==> config.mk <==
export PLATFORM = sky130hd
export DESIGN_NAME = cnn_layer_accel_layer_engine_pe_buf
export DESIGN_NICKNAME = d
export VERILOG_FILES = /design/src/rtl/cnn_layer_accel_layer_engine_pe_buf.sv
export SDC_FILE = /design/constraint.sdc
export NUM_CORES = 2
export LEC_CHECK = 0
export CAP_MARGIN = 5
export CORE_AREA = 2 2 428 430
export CTS_CLUSTER_DIAMETER = 100
export DETAILED_ROUTE_END_ITERATION = 16
export DIE_AREA = 0 0 430 432
export PLACE_DENSITY = 0.72
export SYNTH_ARGS = -nofsm -noshare
export SYNTH_HDL_FRONTEND = slang
export SYNTH_SLANG_ARGS = --single-unit
==> constraint.sdc <==
create_clock -name clk -period 5.5 [get_ports clk]
set_clock_uncertainty 0.05 [all_clocks]
set_input_delay 0.825 -clock clk [delete_from_list [all_inputs] [get_ports clk]]
set_output_delay 0.825 -clock clk [all_outputs]
set_load 0.03 [all_outputs]
==> src/rtl/cnn_layer_accel_layer_engine_pe_buf.sv <==
// ---------------------------------------------------------------------------
// cnn_layer_accel_layer_engine_pe_buf
//   Per-PE packet stage between the layer engine router and the PE datapath.
//   Each of C_NUM_PE channels has an independent rd path and wr path. Every
//   path is a C_FIFO_DEPTH elastic buffer with a runtime mode:
//     mode=0 SINK : accept everything, drop it, never present output.
//     mode=1 PASS : buffered forwarding with valid/accept backpressure.
//
// Ports (rd shown, wr identical):
//   clk, rst                    clock, async active-low reset
//   mode_rd[C_NUM_PE]           per-channel mode
//   layer_eng_rd_input_*        valid/accept/data from the router
//   layer_eng_rd_output_*       valid/accept/data to the PE
//   data buses pack channel i at [i*C_PACKET_WIDTH +: C_PACKET_WIDTH]
//
// Optional: define CNN_LAYER_ACCEL_PE_BUF_STATS_EN to add saturating 16-bit
//   per-channel counters pkt_cnt_rd, pkt_cnt_wr (input transfers) and
//   drop_cnt (rd+wr packets discarded by SINK mode or flush).
// ---------------------------------------------------------------------------

module cnn_layer_accel_layer_engine_pe_buf_path #(
  parameter int PW    = 66,
  parameter int DEPTH = 4
) (
  input  logic          clk,
  input  logic          rst,
  input  logic          mode_i,
  input  logic          in_valid_i,
  output logic          in_accept_o,
  input  logic [PW-1:0] in_data_i,
  output logic          out_valid_o,
  input  logic          out_accept_i,
  output logic [PW-1:0] out_data_o
`ifdef CNN_LAYER_ACCEL_PE_BUF_STATS_EN
  ,
  output logic                       in_xfer_o,
  output logic [$clog2(DEPTH):0]     drop_o
`endif
);
  localparam int AW = $clog2(DEPTH);
  localparam int CW = AW + 1;

  logic [DEPTH-1:0][PW-1:0] mem_q;
  logic [AW-1:0] wr_q, wr_d, rd_q, rd_d;
  logic [CW-1:0] cnt_q, cnt_d, drop;
  logic          acc_q, acc_d;
  logic          push, pop;

  // accept is a register, so push never depends on out_accept_i
  assign push = in_valid_i & acc_q;
  assign pop  = (cnt_q != '0) & out_accept_i;

  always_comb begin
    wr_d  = wr_q;
    rd_d  = rd_q;
    cnt_d = cnt_q;
    acc_d = acc_q;
    drop  = '0;
    if (!mode_i) begin
      // SINK (or PASS->SINK switch): flush, drop anything arriving now
      wr_d  = '0;
      rd_d  = '0;
      cnt_d = '0;
      acc_d = 1'b1;
      drop  = cnt_q - CW'(pop) + CW'(push);
    end else begin
      if (push) wr_d = wr_q + AW'(1);
      if (pop)  rd_d = rd_q + AW'(1);
      cnt_d = cnt_q + CW'(push) - CW'(pop);
      acc_d = cnt_d < CW'(DEPTH);
    end
  end

  always_ff @(posedge clk or negedge rst) begin
    if (!rst) begin
      wr_q  <= '0;
      rd_q  <= '0;
      cnt_q <= '0;
      acc_q <= 1'b0;
    end else begin
      wr_q  <= wr_d;
      rd_q  <= rd_d;
      cnt_q <= cnt_d;
      acc_q <= acc_d;
    end
  end

  // storage needs no reset: it is only visible while cnt_q != 0
  always_ff @(posedge clk) begin
    if (mode_i && push) mem_q[wr_q] <= in_data_i;
  end

  assign in_accept_o = acc_q;
  assign out_valid_o = (cnt_q != '0);
  assign out_data_o  = out_valid_o ? mem_q[rd_q] : '0;

`ifdef CNN_LAYER_ACCEL_PE_BUF_STATS_EN
  assign in_xfer_o = push;
  assign drop_o    = drop;
`endif
endmodule

module cnn_layer_accel_layer_engine_pe_buf #(
  parameter int C_PACKET_WIDTH = 66,
  parameter int C_NUM_PE       = 4,
  parameter int C_FIFO_DEPTH   = 4
) (
  input  logic                               clk,
  input  logic                               rst,
  input  logic [C_NUM_PE-1:0]                mode_rd,
  input  logic [C_NUM_PE-1:0]                mode_wr,
  input  logic [C_NUM_PE-1:0]                layer_eng_rd_input_valid,
  output logic [C_NUM_PE-1:0]                layer_eng_rd_input_accept,
  input  logic [C_PACKET_WIDTH*C_NUM_PE-1:0] layer_eng_rd_input_data,
  output logic [C_NUM_PE-1:0]                layer_eng_rd_output_valid,
  input  logic [C_NUM_PE-1:0]                layer_eng_rd_output_accept,
  output logic [C_PACKET_WIDTH*C_NUM_PE-1:0] layer_eng_rd_output_data,
  input  logic [C_NUM_PE-1:0]                layer_eng_wr_input_valid,
  output logic [C_NUM_PE-1:0]                layer_eng_wr_input_accept,
  input  logic [C_PACKET_WIDTH*C_NUM_PE-1:0] layer_eng_wr_input_data,
  output logic [C_NUM_PE-1:0]                layer_eng_wr_output_valid,
  input  logic [C_NUM_PE-1:0]                layer_eng_wr_output_accept,
  output logic [C_PACKET_WIDTH*C_NUM_PE-1:0] layer_eng_wr_output_data
`ifdef CNN_LAYER_ACCEL_PE_BUF_STATS_EN
  ,
  output logic [16*C_NUM_PE-1:0]             pkt_cnt_rd,
  output logic [16*C_NUM_PE-1:0]             pkt_cnt_wr,
  output logic [16*C_NUM_PE-1:0]             drop_cnt
`endif
);
  localparam int PW = C_PACKET_WIDTH;

  for (genvar g = 0; g < C_NUM_PE; g++) begin : g_ch
`ifdef CNN_LAYER_ACCEL_PE_BUF_STATS_EN
    localparam int DW = $clog2(C_FIFO_DEPTH) + 1;
    logic          xfer_rd, xfer_wr;
    logic [DW-1:0] drop_rd, drop_wr;
`endif

    cnn_layer_accel_layer_engine_pe_buf_path #(.PW(PW), .DEPTH(C_FIFO_DEPTH)) u_rd (
      .clk          (clk),
      .rst          (rst),
      .mode_i       (mode_rd[g]),
      .in_valid_i   (layer_eng_rd_input_valid[g]),
      .in_accept_o  (layer_eng_rd_input_accept[g]),
      .in_data_i    (layer_eng_rd_input_data[g*PW +: PW]),
      .out_valid_o  (layer_eng_rd_output_valid[g]),
      .out_accept_i (layer_eng_rd_output_accept[g]),
      .out_data_o   (layer_eng_rd_output_data[g*PW +: PW])
`ifdef CNN_LAYER_ACCEL_PE_BUF_STATS_EN
      ,
      .in_xfer_o    (xfer_rd),
      .drop_o       (drop_rd)
`endif
    );

    cnn_layer_accel_layer_engine_pe_buf_path #(.PW(PW), .DEPTH(C_FIFO_DEPTH)) u_wr (
      .clk          (clk),
      .rst          (rst),
      .mode_i       (mode_wr[g]),
      .in_valid_i   (layer_eng_wr_input_valid[g]),
      .in_accept_o  (layer_eng_wr_input_accept[g]),
      .in_data_i    (layer_eng_wr_input_data[g*PW +: PW]),
      .out_valid_o  (layer_eng_wr_output_valid[g]),
      .out_accept_i (layer_eng_wr_output_accept[g]),
      .out_data_o   (layer_eng_wr_output_data[g*PW +: PW])
`ifdef CNN_LAYER_ACCEL_PE_BUF_STATS_EN
      ,
      .in_xfer_o    (xfer_wr),
      .drop_o       (drop_wr)
`endif
    );

`ifdef CNN_LAYER_ACCEL_PE_BUF_STATS_EN
    logic [15:0] prd_q, pwr_q, drp_q;
    logic [16:0] dsum;

    // rd and wr may both drop in one cycle; sum wide, then clamp
    assign dsum = 17'(drp_q) + 17'(drop_rd) + 17'(drop_wr);

    always_ff @(posedge clk or negedge rst) begin
      if (!rst) begin
        prd_q <= '0;
        pwr_q <= '0;
        drp_q <= '0;
      end else begin
        if (xfer_rd && prd_q != 16'hFFFF) prd_q <= prd_q + 16'd1;
        if (xfer_wr && pwr_q != 16'hFFFF) pwr_q <= pwr_q + 16'd1;
        drp_q <= dsum[16] ? 16'hFFFF : dsum[15:0];
      end
    end

    assign pkt_cnt_rd[g*16 +: 16] = prd_q;
    assign pkt_cnt_wr[g*16 +: 16] = pwr_q;
    assign drop_cnt[g*16 +: 16]   = drp_q;
`endif
  end
endmodule

==> impl_results.md <==
* Total Routed Length at 207000 µm
* Num rows at 157
* Clock latency of the later-clocked register in the worst-skew pair at 0.86 ns
* Clock buffers created by TritonCTS at 216
* Clock tree from TritonCTS: yes
* Largest buffer count on any clock path at 3
* Post-route setup slack at 1.016 ns
* Initial detailed-routing violation count at 3152
* Library cell with the highest instance count after synthesis: edfxtp_1
* Synth unique cells at 25
* Avg Cell Area, Syn at 22.41 µm²
* Vertical die dimension at 432 µm
* Number of iterations in the first detailed-routing pass at 5
* Capturing point of the worst reg2reg path: g_ch[1].u_wr.mem_q[8]
* CP endpoint kind: primary output
* Final standard cell count with taps included and fillers excluded at 7558
* Number of antenna violations at the first check in global routing at 84
* Storage element area at 65070 µm²
* Worst VDD drop at 0.3254 mV
* Count of pins over their slew limit at 0
* Final count of hold timing violations at 0
* Critical R2R Launch: g_ch[1].u_wr.in_accept_o
* Post-route met1 wirelength at 73280 µm
* Final hold slack at 0.5466 ns
* Total via count in the routed design at 41430
* Net count of the mapped netlist at 4354
* Setup Slack @ Placement at 1.776 ns
* Outcome: completed
* Layout cell share with drive strength beyond 1 at 19.25%
* Max Cap Violations at 0
* Top cell type's share of synthesized area at 75.59%
* Final cycle utilization of the critical path at 81.53%
* Number of placed cells counting well taps at 7106
* Number of global-route vias before repair at 42560
* All-Layer GR Usage at 21.99%
* Number of fill cells at 13160
* Met3 wirelength from detailed routing at 18230 µm
* Vias per Instance at 5.482
* Warnings, synthesis at 0
* Maximum number of pins on one net before global-route repair at 69
* Area added between synthesis and finish at 24.73%
* Unrepaired setup endpoints after global routing: false
* Number of instances on the worst hold path at 1
* Routed wire length on met2 at 105000 µm
* Worst slew margin relative to its limit at 21.48%
* Leakage power total at 33.45 nW
* Setup TNS at 0 ns
* Initial core utilization at 46.17%
* Root Buffer Master: clkbuf_16
* Detailed-route wire length per cell at 27.39 µm
* Global placement routability congestion at 0.8134
* Count of flip-flops with a built-in enable after synthesis at 2112
* Number of buffers added on ports at 1097
* Syn Std Cell Area at 83900 µm²
* Largest cells by area after synthesis: edfxtp_1 (76%), mux4_2 (14%), and2_1 (4.4%), dfrtp_1 (1.9%), ha_1 (0.72%)
* Largest fanout of any net on the critical path at 48
* I/O pin cnt at 1098
* Endpoint of the worst hold-timing path: g_ch[1].u_wr.mem_q[223]
* Nature of the critical path startpoint: register
* Worst min-delay path startpoint: layer_eng_wr_input_data[91]
* Hold/Removal Path Class: in2reg
* Placeable core region at 181700 µm²
* Multi-input combinational cell area at 17510 µm²
* Reg-to-reg setup timing slack at 3.08 ns
* Grt total ovfl at 0
* Post-synthesis register bit count at 2176
* Category of the most critical setup path: reg2out
* Die area at 185800 µm²
* Top FF cell, synth: edfxtp_1
* Sequential area share after synthesis at 77.50%
* Buffer count from post-CTS setup fixing at 0
* Critical Path Source: g_ch[2].u_rd.rd_q[0]
* Asr flop ratio synth at 2.941%
* Setup-failing EPs final at 0
* PnR Total Power at 50.46 mW
* Maximum level of the CTS H-tree at 4
* Slew at the pin with the worst max-slew slack at 1.178 ns
* Detailed-route DRC error count at 0
* Highest clock frequency the design can meet at 0.2230 GHz
* Chip width at 430 µm
* Final min period at 4.484 ns
* Clock tree sinks at 2176
* Worst Path Arrival at 3.61 ns
* Post-DRT Antenna Nets at 0
* Cells after Synth at 3744
* Number of nets in the final layout at 5550
* Worst R2R Path Depth at 3
* Highest signal layer in the routed design: met5
* CTS clock-pin slew for the worst setup and hold paths at 0.06 ns
* Power per Cell Area at 482.2 nW/µm²
* Endpoint required time on the critical path at 4.62 ns
* Synth area leader: edfxtp_1
* Most numerous cell types in the synthesized netlist: edfxtp_1 (2112), and2_1 (584), mux4_2 (528), clkbuf_1 (88)
* Global-route wire length before repair at 295100 µm
* Dpl hpwl at 137600 µm
-- sequential cells by signal, summed over array words and instances (netlist names) --
signal,flops
g_ch.u_rd.cnt_q,12
g_ch.u_rd.in_accept_o,4
g_ch.u_rd.mem_q,1056
g_ch.u_rd.rd_q,8
g_ch.u_rd.wr_q,8
g_ch.u_wr.cnt_q,12
g_ch.u_wr.in_accept_o,4
g_ch.u_wr.mem_q,1056
g_ch.u_wr.rd_q,8
g_ch.u_wr.wr_q,8
-- stage by stage --
step	util, %	instance area, µm²
final	57.59	104700
after global routing	57.58	104600
after CTS	57.53	104500
after detailed placement	53.66	97510
after global placement	53.66	97510
after floorplan	-	83900
-- final cells by class --
| class | instances | area share [%] |
|---|---|---|
| sequential | 2176 | 62.18 |
| antenna | 45 | 0.1076 |
| clock inverter | 139 | 1.285 |
| timing repair buffer | 1178 | 11.25 |
| clock buffer | 267 | 5.424 |
| tap | 2385 | 2.851 |
| multi-input combinational | 1320 | 16.73 |
| inverter | 48 | 0.1722 |
-- cell usage in the layout, fill, tap and decap left out, drive strengths merged, types with 18 or more instances in the layout --
| cell | synthesis | layout |
|---|---|---|
| edfxtp | 2112 | 2112 |
| dfrtp | 64 | 64 |
| ha | 48 | 48 |
| nand2 | 24 | 24 |
| buf | 112 | 81 |
| clkbuf | 88 | 267 |
| mux4 | 528 | 528 |
| and2 | 584 | 584 |
| inv | 48 | 58 |
| clkinv | 0 | 102 |
| clkdlybuf4s50 | 0 | 1096 |
| diode | 0 | 45 |
| bufinv | 0 | 18 |
-- how the worst max path moves through the flow --
stage                                    endpoint  slack (ns)
floorplan                   g_ch[2].u_rd.mem_q[0]        2.45
global placement    layer_eng_rd_output_data[139]        1.80
detailed placement  layer_eng_rd_output_data[168]        1.78
CTS                 layer_eng_rd_output_data[176]        0.81
global route        layer_eng_rd_output_data[145]        0.76
finish              layer_eng_rd_output_data[154]        1.02
-- report_power, final --
part | internal, mW | leakage, nW | total [mW] | switching, mW
sequential | 19.1 | 19.9 | 19.8 | 0.732
clock | 8.21 | 3.41 | 14.4 | 6.23
combinational | 7.03 | 10.1 | 16.2 | 9.17
-- per-layer routing --
| metal | vias to the layer above | global-route usage, % |
|---|---|---|
| met3 | 435 | 7.253 |
| met5 | - | 0 |
| met1 | 21680 | 25.75 |
| met2 | 1636 | 36.37 |
| li1 | 17620 | - |
| met4 | 62 | 11.21 |
-- kinds of logic (layout without fill, tap and decap cells) --
kind of cell    Yosys count  in the layout  share of synthesized area (%)
compound gates           48             48                         0.4534
xor+xnor                  8              8                         0.2267
fa+ha+maj                56             56                         0.9067
buf+inv                 248           1632                          1.694
flops                  2176           2176                          77.50
mux                     544            544                          14.36
other cells               0             45                              0
simple gates            664            664                          4.856
-- critical path: stages (launching register included) --
cell and delay (ns):
dfrtp_4 1.13, buf_12 0.30, mux4_2 0.54, and2_1 0.17, clkdlybuf4s50_1 0.59
-- repair_timing --
item                                   4_1_cts  5_1_grt
hold buffers                                 1        0
resized for setup                            0        0
endpoints found under the hold margin       15        0
(Power assumes the default switching activity.)
